===== config.mk =====
export PLATFORM = sky130hd
export DESIGN_NAME = mem_arbiter
export DESIGN_NICKNAME = d
export VERILOG_FILES = /design/src/rtl/mem_arb_pkg.sv /design/src/rtl/mem_arbiter.sv
export SDC_FILE = /design/constraint.sdc
export NUM_CORES = 1
export LEC_CHECK = 0
export ABC_CLOCK_PERIOD_IN_PS = 1400
export BUFFER_PORTS_ARGS = -buffer_cell sky130_fd_sc_hd__buf_4
export CAP_MARGIN = 20
export CELL_PAD_IN_SITES_DETAIL_PLACEMENT = 1
export CELL_PAD_IN_SITES_GLOBAL_PLACEMENT = 2
export CORE_MARGIN = 4
export CORE_UTILIZATION = 24
export CTS_BUF_LIST = sky130_fd_sc_hd__clkbuf_4 sky130_fd_sc_hd__clkbuf_8
export DETAILED_ROUTE_END_ITERATION = 7
export PLACE_DENSITY_LB_ADDON = 0.1
export SLEW_MARGIN = 20
export SYNTH_ARGS = -nofsm -noshare
export SYNTH_HDL_FRONTEND = slang
export SYNTH_SLANG_ARGS = --single-unit
export TNS_END_PERCENT = 50

===== constraint.sdc =====
create_clock -name clk -period 1.4 [get_ports clk]
set_clock_uncertainty 0.1 [all_clocks]
set_input_delay 0.14 -clock clk [delete_from_list [all_inputs] [get_ports clk]]
set_output_delay 0.14 -clock clk [all_outputs]
set_load 0.01 [all_outputs]

===== src/rtl/mem_arb_pkg.sv =====
// Shared definitions for the main-memory arbiter.
//   state_t    : sequencer state encoding (IDLE -> ACCESS -> DONE)
//   REQ_*      : requester indices (0 = CPU bus, 1 = DMA/loader)
//   DIR_*, LOAD_*, ASSERT_* : memory strobe levels
//   rr_pick    : two-way round-robin winner selection
package mem_arb_pkg;

    typedef enum logic [1:0] {
        ST_IDLE   = 2'd0,
        ST_ACCESS = 2'd1,
        ST_DONE   = 2'd2
    } state_t;

    localparam logic REQ_CPU    = 1'b0;
    localparam logic REQ_DMA    = 1'b1;

    localparam logic DIR_WRITE  = 1'b0;
    localparam logic DIR_READ   = 1'b1;
    localparam logic LOAD_OFF   = 1'b0;
    localparam logic LOAD_ON    = 1'b1;
    // assert_main is active-low: ON drives the memory onto the main bus
    localparam logic ASSERT_ON  = 1'b0;
    localparam logic ASSERT_OFF = 1'b1;

    // A lone request always wins; under contention the requester that was
    // not served last wins.
    function automatic logic rr_pick(input logic req0, input logic req1,
                                     input logic last);
        logic pick;
        if (req0 && req1)
            pick = ~last;
        else if (req1)
            pick = REQ_DMA;
        else
            pick = REQ_CPU;
        return pick;
    endfunction

endpackage


===== src/rtl/mem_arbiter.sv =====
// Two-requester round-robin arbiter and access sequencer for the single-port
// main memory. Each access is IDLE -> ACCESS -> DONE (3 cycles), with a
// one-cycle ack in DONE.
//
// Ports:
//   clk, reset                  : system clock, async active-high reset
//   r0_* / r1_*                 : requester groups (req, we, addr, wdata, ack)
//   rdata                       : last read data, updated only by reads
//   grant                       : requester currently or last served
//   busy                        : high while not IDLE
//   mem_addr/mem_wdata          : memory address and write data
//   mem_bus_dir                 : 0 = write into memory, 1 = read
//   mem_load_main               : active-high write strobe
//   mem_assert_main             : active-low read output enable
//   mem_rdata                   : combinational memory read data
//
// state     | meaning
// ----------+-----------------------------------------------------------
// ST_IDLE   | strobes inactive; sample requests, latch winner's access
// ST_ACCESS | strobes active for one cycle; read data captured at exit
// ST_DONE   | ack to granted requester; requests ignored
module mem_arbiter
    import mem_arb_pkg::*;
#(
    parameter int WIDTH_ADDR = 16,
    parameter int WIDTH      = 8
) (
    input  logic                  clk,
    input  logic                  reset,
    input  logic                  r0_req,
    input  logic                  r0_we,
    input  logic [WIDTH_ADDR-1:0] r0_addr,
    input  logic [WIDTH-1:0]      r0_wdata,
    output logic                  r0_ack,
    input  logic                  r1_req,
    input  logic                  r1_we,
    input  logic [WIDTH_ADDR-1:0] r1_addr,
    input  logic [WIDTH-1:0]      r1_wdata,
    output logic                  r1_ack,
    output logic [WIDTH-1:0]      rdata,
    output logic                  grant,
    output logic                  busy,
    output logic [WIDTH_ADDR-1:0] mem_addr,
    output logic                  mem_bus_dir,
    output logic                  mem_load_main,
    output logic                  mem_assert_main,
    output logic [WIDTH-1:0]      mem_wdata,
    input  logic [WIDTH-1:0]      mem_rdata
);

    state_t                  state;
    logic                    we_q;
    logic                    winner;
    logic                    sel_we;
    logic [WIDTH_ADDR-1:0]   sel_addr;
    logic [WIDTH-1:0]        sel_wdata;

    always_comb begin
        winner    = rr_pick(r0_req, r1_req, grant);
        sel_we    = r0_we;
        sel_addr  = r0_addr;
        sel_wdata = r0_wdata;
        if (winner == REQ_DMA) begin
            sel_we    = r1_we;
            sel_addr  = r1_addr;
            sel_wdata = r1_wdata;
        end
    end

    assign busy = (state != ST_IDLE);

    // Strobes are registered and set on entry to ACCESS so they are clean for
    // the whole access cycle. Reset clears mem_load_main asynchronously, which
    // suppresses a write in flight.
    always_ff @(posedge clk or posedge reset) begin
        if (reset) begin
            state           <= ST_IDLE;
            we_q            <= 1'b0;
            grant           <= REQ_DMA;
            r0_ack          <= 1'b0;
            r1_ack          <= 1'b0;
            rdata           <= '0;
            mem_addr        <= '0;
            mem_wdata       <= '0;
            mem_bus_dir     <= DIR_READ;
            mem_load_main   <= LOAD_OFF;
            mem_assert_main <= ASSERT_OFF;
        end else begin
            r0_ack <= 1'b0;
            r1_ack <= 1'b0;
            case (state)
                ST_IDLE: begin
                    if (r0_req || r1_req) begin
                        grant     <= winner;
                        we_q      <= sel_we;
                        mem_addr  <= sel_addr;
                        mem_wdata <= sel_wdata;
                        if (sel_we) begin
                            mem_bus_dir     <= DIR_WRITE;
                            mem_load_main   <= LOAD_ON;
                            mem_assert_main <= ASSERT_OFF;
                        end else begin
                            mem_bus_dir     <= DIR_READ;
                            mem_load_main   <= LOAD_OFF;
                            mem_assert_main <= ASSERT_ON;
                        end
                        state <= ST_ACCESS;
                    end
                end
                ST_ACCESS: begin
                    if (!we_q)
                        rdata <= mem_rdata;
                    r0_ack          <= (grant == REQ_CPU);
                    r1_ack          <= (grant == REQ_DMA);
                    mem_bus_dir     <= DIR_READ;
                    mem_load_main   <= LOAD_OFF;
                    mem_assert_main <= ASSERT_OFF;
                    state           <= ST_DONE;
                end
                ST_DONE: begin
                    state <= ST_IDLE;
                end
                default: begin
                    state <= ST_IDLE;
                end
            endcase
        end
    end

endmodule


==> metrics.yaml, run 1 <==
grt_pass1_vias: 1510
drt_first_iter_violations: 38
synth.cell_area_sq_um: 1780
cpLargestDelayFamily: "flip-flops"
detail_route.wl_per_cell_um: 13.2
die_w_um: 94.0
powerDensity_nw_per_um2: 2060
min_period_over_period_pct: 99.5
synthCells: 151
layout_stage_area_growth_over_the_synthesis_result_pct: 69.7
unrepaired_setup_endpoints_after_global_routing: "true"
cp-start-kind: "flop"
grtUsageTotal_pct: 10.9
ir_drop_mv: 0.699
cts.root.buffer_cell: "clkbuf_8"
transition_time_of_the_tightest_slew_check_pin_ns: 0.295
io_buffers: 100
relative_slew_margins_pct: 80.2
gp_routability_congestion: 0.674
worst-path-buf-inv: 1
min-delay-path-class: "in -> reg"
cts.sinks: 41
status: "completed"
floorplan.core_area_sq_um: 7210
global_route.overflow_total: 0
hpwl_um: 3680
final_hold_viol_count: 0
initial_antenna_violation_count: 0
routed_via_density: 4.10
crit_path_end_kind: "flop"
routed_wl_um: 4910
number_of_diodes: 0
design.portCount: 101
ys_async_sr_fraction_pct: 100
synth-seq-area-share_pct: 58.0
ys_warn_count: 0
critical_path_cell_sequence: "a21boi_4, buf_12, mux2i_2, o21ai_1"
final-setup-viol-count: 0
clk_latency_ns: 0.29
report.final.slew_viol_count: 0
critical_path_class: "reg -> reg"
drc_errors: 0
dp.cells: 351
dieArea_sq_um: 8840
required_time_at_the_endpoint_of_the_critical_path_ns: 1.48
cts_tree: "built"
cp_slowest_stage_delay_ns: 0.39
starting_density_pct: 24.6
yosys_most_used_dff: "dfrtp_1"
placed_cell_area_sq_um: 2710
synth_edf_count: 0
route.vias.total: 1520
worst_path_cell_with_the_longest_stage_delay: "dfstp_2"
ctsLongestPathBuffers: 2
avg_cell_area_syn_sq_um: 11.8
worst_ep_arrival_time_ns: 1.48
total_clock_buffers_created_by_cts: 5
worst_setup_hold_path_clk_slew_ns: 0.08
design_area_sq_um: 3020
post_synth_num_cell_types: 24
final-instance-count-excl-fill: 371
path_max_fanout: 9
die-height_um: 94.0
detail-route-antenna-nets: 0
synth.ff_latch_count: 41
timing.max_cap.violations: 0
grt_max_degree: 42
htree_levels: 2
max_freq_mhz: 718
drive_above_1_share_pct: 51.8
final_net_count: 333
p_leak_nw: 1.47
placementRows: 31
grt_first_pass_wirelength_um: 7450
total_nets_after_synthesis: 213
dr.pass1.iters: 4
fin_crit_ns: 1.39
## where the power goes
group | switching (mW) | internal, mW
Combinational | 1.35 | 1.61
Clock | 0.425 | 0.709
Sequential | 0.317 | 1.80
## worst paths after layout
check                        startpoint      endpoint  slack [ns]  cells after the start
min reg2reg                mem_addr[11]  mem_addr[11]        0.38                      2
min                          r0_addr[7]   mem_addr[7]        0.01                      3
max                               grant  mem_wdata[2]       0.006                      4
max reg2reg                       grant  mem_wdata[2]       0.006                      4
min in group asynchronous         reset   mem_addr[0]        0.35                      4
max in group asynchronous         reset         grant        0.58                      4
## timing repair
action                                  in CTS  in global routing
resized for setup                            4                 10
pin swaps                                    2                  3
endpoints found under the setup margin       9                 19
hold buffers                                10                  0
buffers inserted                             2                  0
hold endpoints to repair                    47                  0
## cell usage after synthesis (2+ instances only)
library cell,n,area [sq um]
buf_2,2,10.0
buf_12,2,40.0
mux2i_1,25,250
nand2_1,26,97.6
a21oi_1,2,10.0
o21ai_0,5,25.0
dfstp_2,3,78.8
mux2_2,8,90.1
clkbuf_1,3,11.3
o21ai_1,20,100
dfrtp_1,38,951
nand2b_1,2,12.5
inv_1,4,15.0
## tightest hold or removal path: stages
cell	delay [ns]
buf_4	0.07
mux2i_1	0.05
o21ai_1	0.10
## cells in the final DEF, fill, tap and decap left out, types with 2 or more instances in the layout
| master | netlist | layout |
|---|---|---|
| nand2_1 | 26 | 25 |
| mux2i_1 | 25 | 22 |
| dfrtp_1 | 38 | 37 |
| a21oi_1 | 2 | 2 |
| nor2_4 | 1 | 2 |
| o21ai_1 | 20 | 20 |
| dlygate4sd3_1 | 0 | 10 |
| mux2_2 | 8 | 7 |
| buf_12 | 2 | 4 |
| o21ai_0 | 5 | 5 |
| mux2i_2 | 0 | 2 |
| clkbuf_8 | 0 | 5 |
| dfstp_2 | 3 | 3 |
| buf_6 | 1 | 4 |
| inv_1 | 4 | 2 |
| buf_4 | 0 | 103 |
| bufinv_16 | 0 | 2 |
## registers in the layout, summed over array words and instances, names as in the netlist, 2 cells and up
name	flops
mem_addr	16
mem_wdata	8
rdata	8
state	2
## per-stage QoR
stage                     TNS [ns]  setup WS [ns]  power [mW]  hold WS, ns  util [%]
final                            0        0.00647        6.21       0.0134      41.8
after global routing        -0.407        -0.0387        6.63       0.0141      41.8
after CTS                  -0.0762        -0.0195        6.27      0.00798      41.3
after detailed placement   -0.0165        -0.0100        4.98        0.108      37.6
after global placement           0         0.0408        4.92        0.101      37.6
after floorplan                  0         0.0362        3.47        0.110         -
## logic make-up (layout without fill, tap and decap cells)
family	count (synthesis)	count (layout)	share of synthesized area, %
simple gates	33	33	8.03
compound gates	32	32	9.93
buf+inv	12	133	4.93
flops	41	41	58.0
mux	33	33	19.2
## metal layers
metal / GRT usage, % / up-vias / share of wire (%)
li1: - / 753 / -
met1: 13.3 / 698 / 42
met2: 17.0 / 64 / 47
met3: 4.65 / 5 / 10
met4: 3.97 / 0 / 1.1
met5: 0 / - / 0
## layout make-up
| type | count | area, sq um |
|---|---|---|
| clock buffer | 5 | 68.8 |
| clock inverter | 3 | 65.1 |
| fill | 815 | 4200 |
| inverter | 4 | 15.0 |
| multi-input combinational | 98 | 713 |
| sequential | 41 | 1030 |
| tap | 99 | 124 |
| timing repair buffer | 121 | 998 |
Power figures use the tool's default switching activity.
==> run 2: changes to the inputs <==
--- a/config.mk
+++ b/config.mk
@@ -16,3 +16,4 @@
 export DETAILED_ROUTE_END_ITERATION = 7
-export PLACE_DENSITY_LB_ADDON = 0.1
+export HOLD_SLACK_MARGIN = 0.05
+export PLACE_DENSITY = 0.76
 export SLEW_MARGIN = 20
==> constraint.sdc (replaced) <==
create_clock -name clk -period 1.4 [get_ports clk]
set_clock_uncertainty 0.1 [all_clocks]
set_input_delay 0.28 -clock clk [delete_from_list [all_inputs] [get_ports clk]]
set_output_delay 0.28 -clock clk [all_outputs]
set_load 0.01 [all_outputs]
==> run 2 against run 1 <==
  * The run now ends with setup timing left
  * Critical path type is now reg -> out
  * Fmax is 3.3% lower
  * Via count is 0.99% lower
  * Final cell count is 1.9% lower
  * Largest cell class unchanged
==> metrics.yaml, run 2 (synthesized netlist as in run 1, its figures left out) <==
r2r-end: "mem_addr[15]"
path_max_fanout: 4  # -5
floorplan.core_area_sq_um: 7210  # unchanged
drive_above_1_share_pct: 52.5  # +0.61 points
grt_max_degree: 42  # unchanged
grtUsageTotal_pct: 11.7  # +0.81 points
cts_tree: "built"
dieArea_sq_um: 8840  # unchanged
mostFrequentLayoutCell: "buf_4"
layout_stage_area_growth_over_the_synthesis_result_pct: 63.2
design.portCount: 101  # unchanged
report.final.slew_viol_count: 0  # unchanged
cts.sinks: 41  # unchanged
violated_checks: "setup timing"
placementRows: 31  # unchanged
final_net_count: 326  # -2.1%
power.total_mw: 6.01  # -3.2%
timing.max_cap.violations: 0  # unchanged
number_of_diodes: 0  # unchanged
transition_time_of_the_tightest_slew_check_pin_ns: 0.235  # -0.0605 ns
ir_drop_mv: 0.569  # -19%
switching_part_of_the_total_pct: 35.1  # +1.4 points
holdCritStartpoint: "r0_req"
placed_cell_area_sq_um: 2690  # -0.74%
layout_top_registers: "mem_addr x16, mem_wdata x8, rdata x8"
final.fill_count: 828  # +1.6%
drt_first_iter_violations: 35  # -7.9%
final_hold_viol_count: 0  # unchanged
status: "finished with violations"
design_area_sq_um: 2900  # -3.9%
starting_density_pct: 24.6  # unchanged
io_buffers: 100  # unchanged
comb_power_share_pct: 50.2  # +2.6 points
routed_via_density: 4.13  # +0.92%
cp-start-kind: "flop"
detail-route-antenna-nets: 0  # unchanged
dr.pass1.iters: 2  # -2
global_route.overflow_total: 0  # unchanged
hpwl_um: 3750  # +1.9%
groute.layer.met3.usage_pct: 3.29  # -1.4 points
die-height_um: 94.0  # unchanged
grt_most_used_layer: "met2"
relative_slew_margins_pct: 84.3  # +4.1 points
required_time_at_the_endpoint_of_the_critical_path_ns: 1.02  # -0.46 ns
worst_ep_arrival_time_ns: 1.06  # -0.42 ns
clk_latency_ns: 0.29  # about the same
power_switching_mw: 2.11  # +0.73%
grt_pass1_vias: 1588  # +5.2%
share_seq_of_total_power_pct: 35.5  # +1.4 points
layout.cells.most_common_list: "buf_4, dfrtp_1, nand2_1"
total_clock_buffers_created_by_cts: 5  # unchanged
powerDensity_nw_per_um2: 2070  # +0.67%
hold_path_end: "grant"
routed_wl_um: 4990  # +1.7%
min_period_over_period_pct: 103  # +3.4 points
cts.root.buffer_cell: "clkbuf_8"
max_freq_mhz: 694  # -3.3%
drc_errors: 0  # unchanged
finalWorstSetupSlack_ns: -0.0405  # -0.0470 ns
timing.hold.worst_path_depth: 2  # -1
min-delay-path-class: "in -> reg"
r2r-start: "grant"
htree_levels: 2  # unchanged
initial_antenna_violation_count: 0  # unchanged
largest_register_ff_count: 16  # unchanged
p_int_mw: 3.90  # -5.2%
ff2ff_setup_slack_ns: -0.02  # -0.03 ns
multi_input_area_sq_um: 702  # -1.6%
route.vias.total: 1505  # -0.99%
final_core_util_pct: 40.2  # -1.6 points
critical_path_class: "reg -> out"
sequential_cell_area_in_the_final_layout_sq_um: 1030  # -0.12%
die_w_um: 94.0  # unchanged
registers.top_by_ff_count: "mem_addr"
final-setup-viol-count: 8  # +8
groute.layer.met2.usage_pct: 19.5  # +2.5 points
detail_route.wl_per_cell_um: 13.7  # +3.6%
hold_ws_ns: 0.103  # +0.0896 ns
worst_setup_hold_path_clk_slew_ns: 0.08  # about the same
p_leak_nw: 1.44  # -2.3%
grtUsageMet1_pct: 14.5  # +1.2 points
part_of_the_power_in_the_clock_network_pct: 14.3  # -4.0 points
crit_path_end_kind: "output pin"
grt_first_pass_wirelength_um: 7930  # +6.4%
r2r.worst_path.cells: 5  # +1
unrepaired_setup_endpoints_after_global_routing: "true"
gp_routability_congestion: 0.704  # +4.4%
fin_crit_ns: 1.44  # +0.0470 ns
ctsLongestPathBuffers: 2  # unchanged
==> run 2: cell types whose count changed in the layout (fill, tap and decap cells not counted), sizes merged <==
cell         before  now
bufinv            2    0
dlygate4sd3      10    1
clkbuf            5    7
buf             111  113
==> run 2: layout make-up <==
| cell class | count | area share, % |
|---|---|---|
| flip-flops and latches | 41 | 35.5 |
| repair buffers | 114 | 32.0 |
| multi-input cells | 98 | 24.2 |
| well taps | 99 | 4.27 |
| clock buffers | 7 | 3.32 |
| inverters | 4 | 0.518 |
| clock inverters | 1 | 0.173 |
==> run 2: how the worst max path moves through the flow <==
stage                  start               to  slack (ns)  cells after the start
detailed placement    r0_req     mem_addr[15]     -0.0002                      5
CTS                    grant            grant       -0.04                      2
global placement      r0_req     mem_wdata[4]        0.01                      5
finish              state[0]             busy       -0.04                      3
global route           grant     mem_wdata[7]       -0.14                      5
floorplan              grant  mem_assert_main        0.04                      5
==> run 2: per-layer routing <==
metal | part of all wire, % | wire length, um
met5 | 0 | 0
met4 | 1.8 | 91
met2 | 50 | 2490
met1 | 42 | 2080
met3 | 6.6 | 327
==> run 2: critical path, cell delays in order, from the launching register on <==
cell	delay [ns]
dfrtp_1	0.43
nor2_4	0.17
inv_2	0.05
buf_6	0.11
==> run 2: what timing repair did <==
action | CTS | global route
resized for setup | 9 | 7
endpoints found under the setup margin | 3 | 38
pin swaps | 1 | 2
gates cloned | 0 | 0
buffers inserted | 4 | 2
hold buffers | 1 | 0
hold endpoints to repair | 38 | 0
==> run 2: power by group through the flow <==
stage | Sequential, mW | Clock, mW | Combinational, mW
after detailed placement | 2.15 | 0 | 2.78
final | 2.13 | 0.862 | 3.01
after global placement | 2.13 | 0 | 2.72
after floorplan | 2.37 | 0 | 1.11
after global routing | 2.22 | 0.949 | 3.35
after CTS | 2.13 | 0.903 | 2.94
==> run 2: per-stage QoR <==
stage | setup WS, ns | instances | TNS [ns]
after floorplan | 0.0362 | 151 | 0
final | -0.0405 | 364 | -0.124
after global placement | 0.00979 | 350 | 0
after CTS | -0.0403 | 362 | -0.406
after detailed placement | -0.000210 | 350 | -0.000210
after global routing | -0.137 | 364 | -2.41
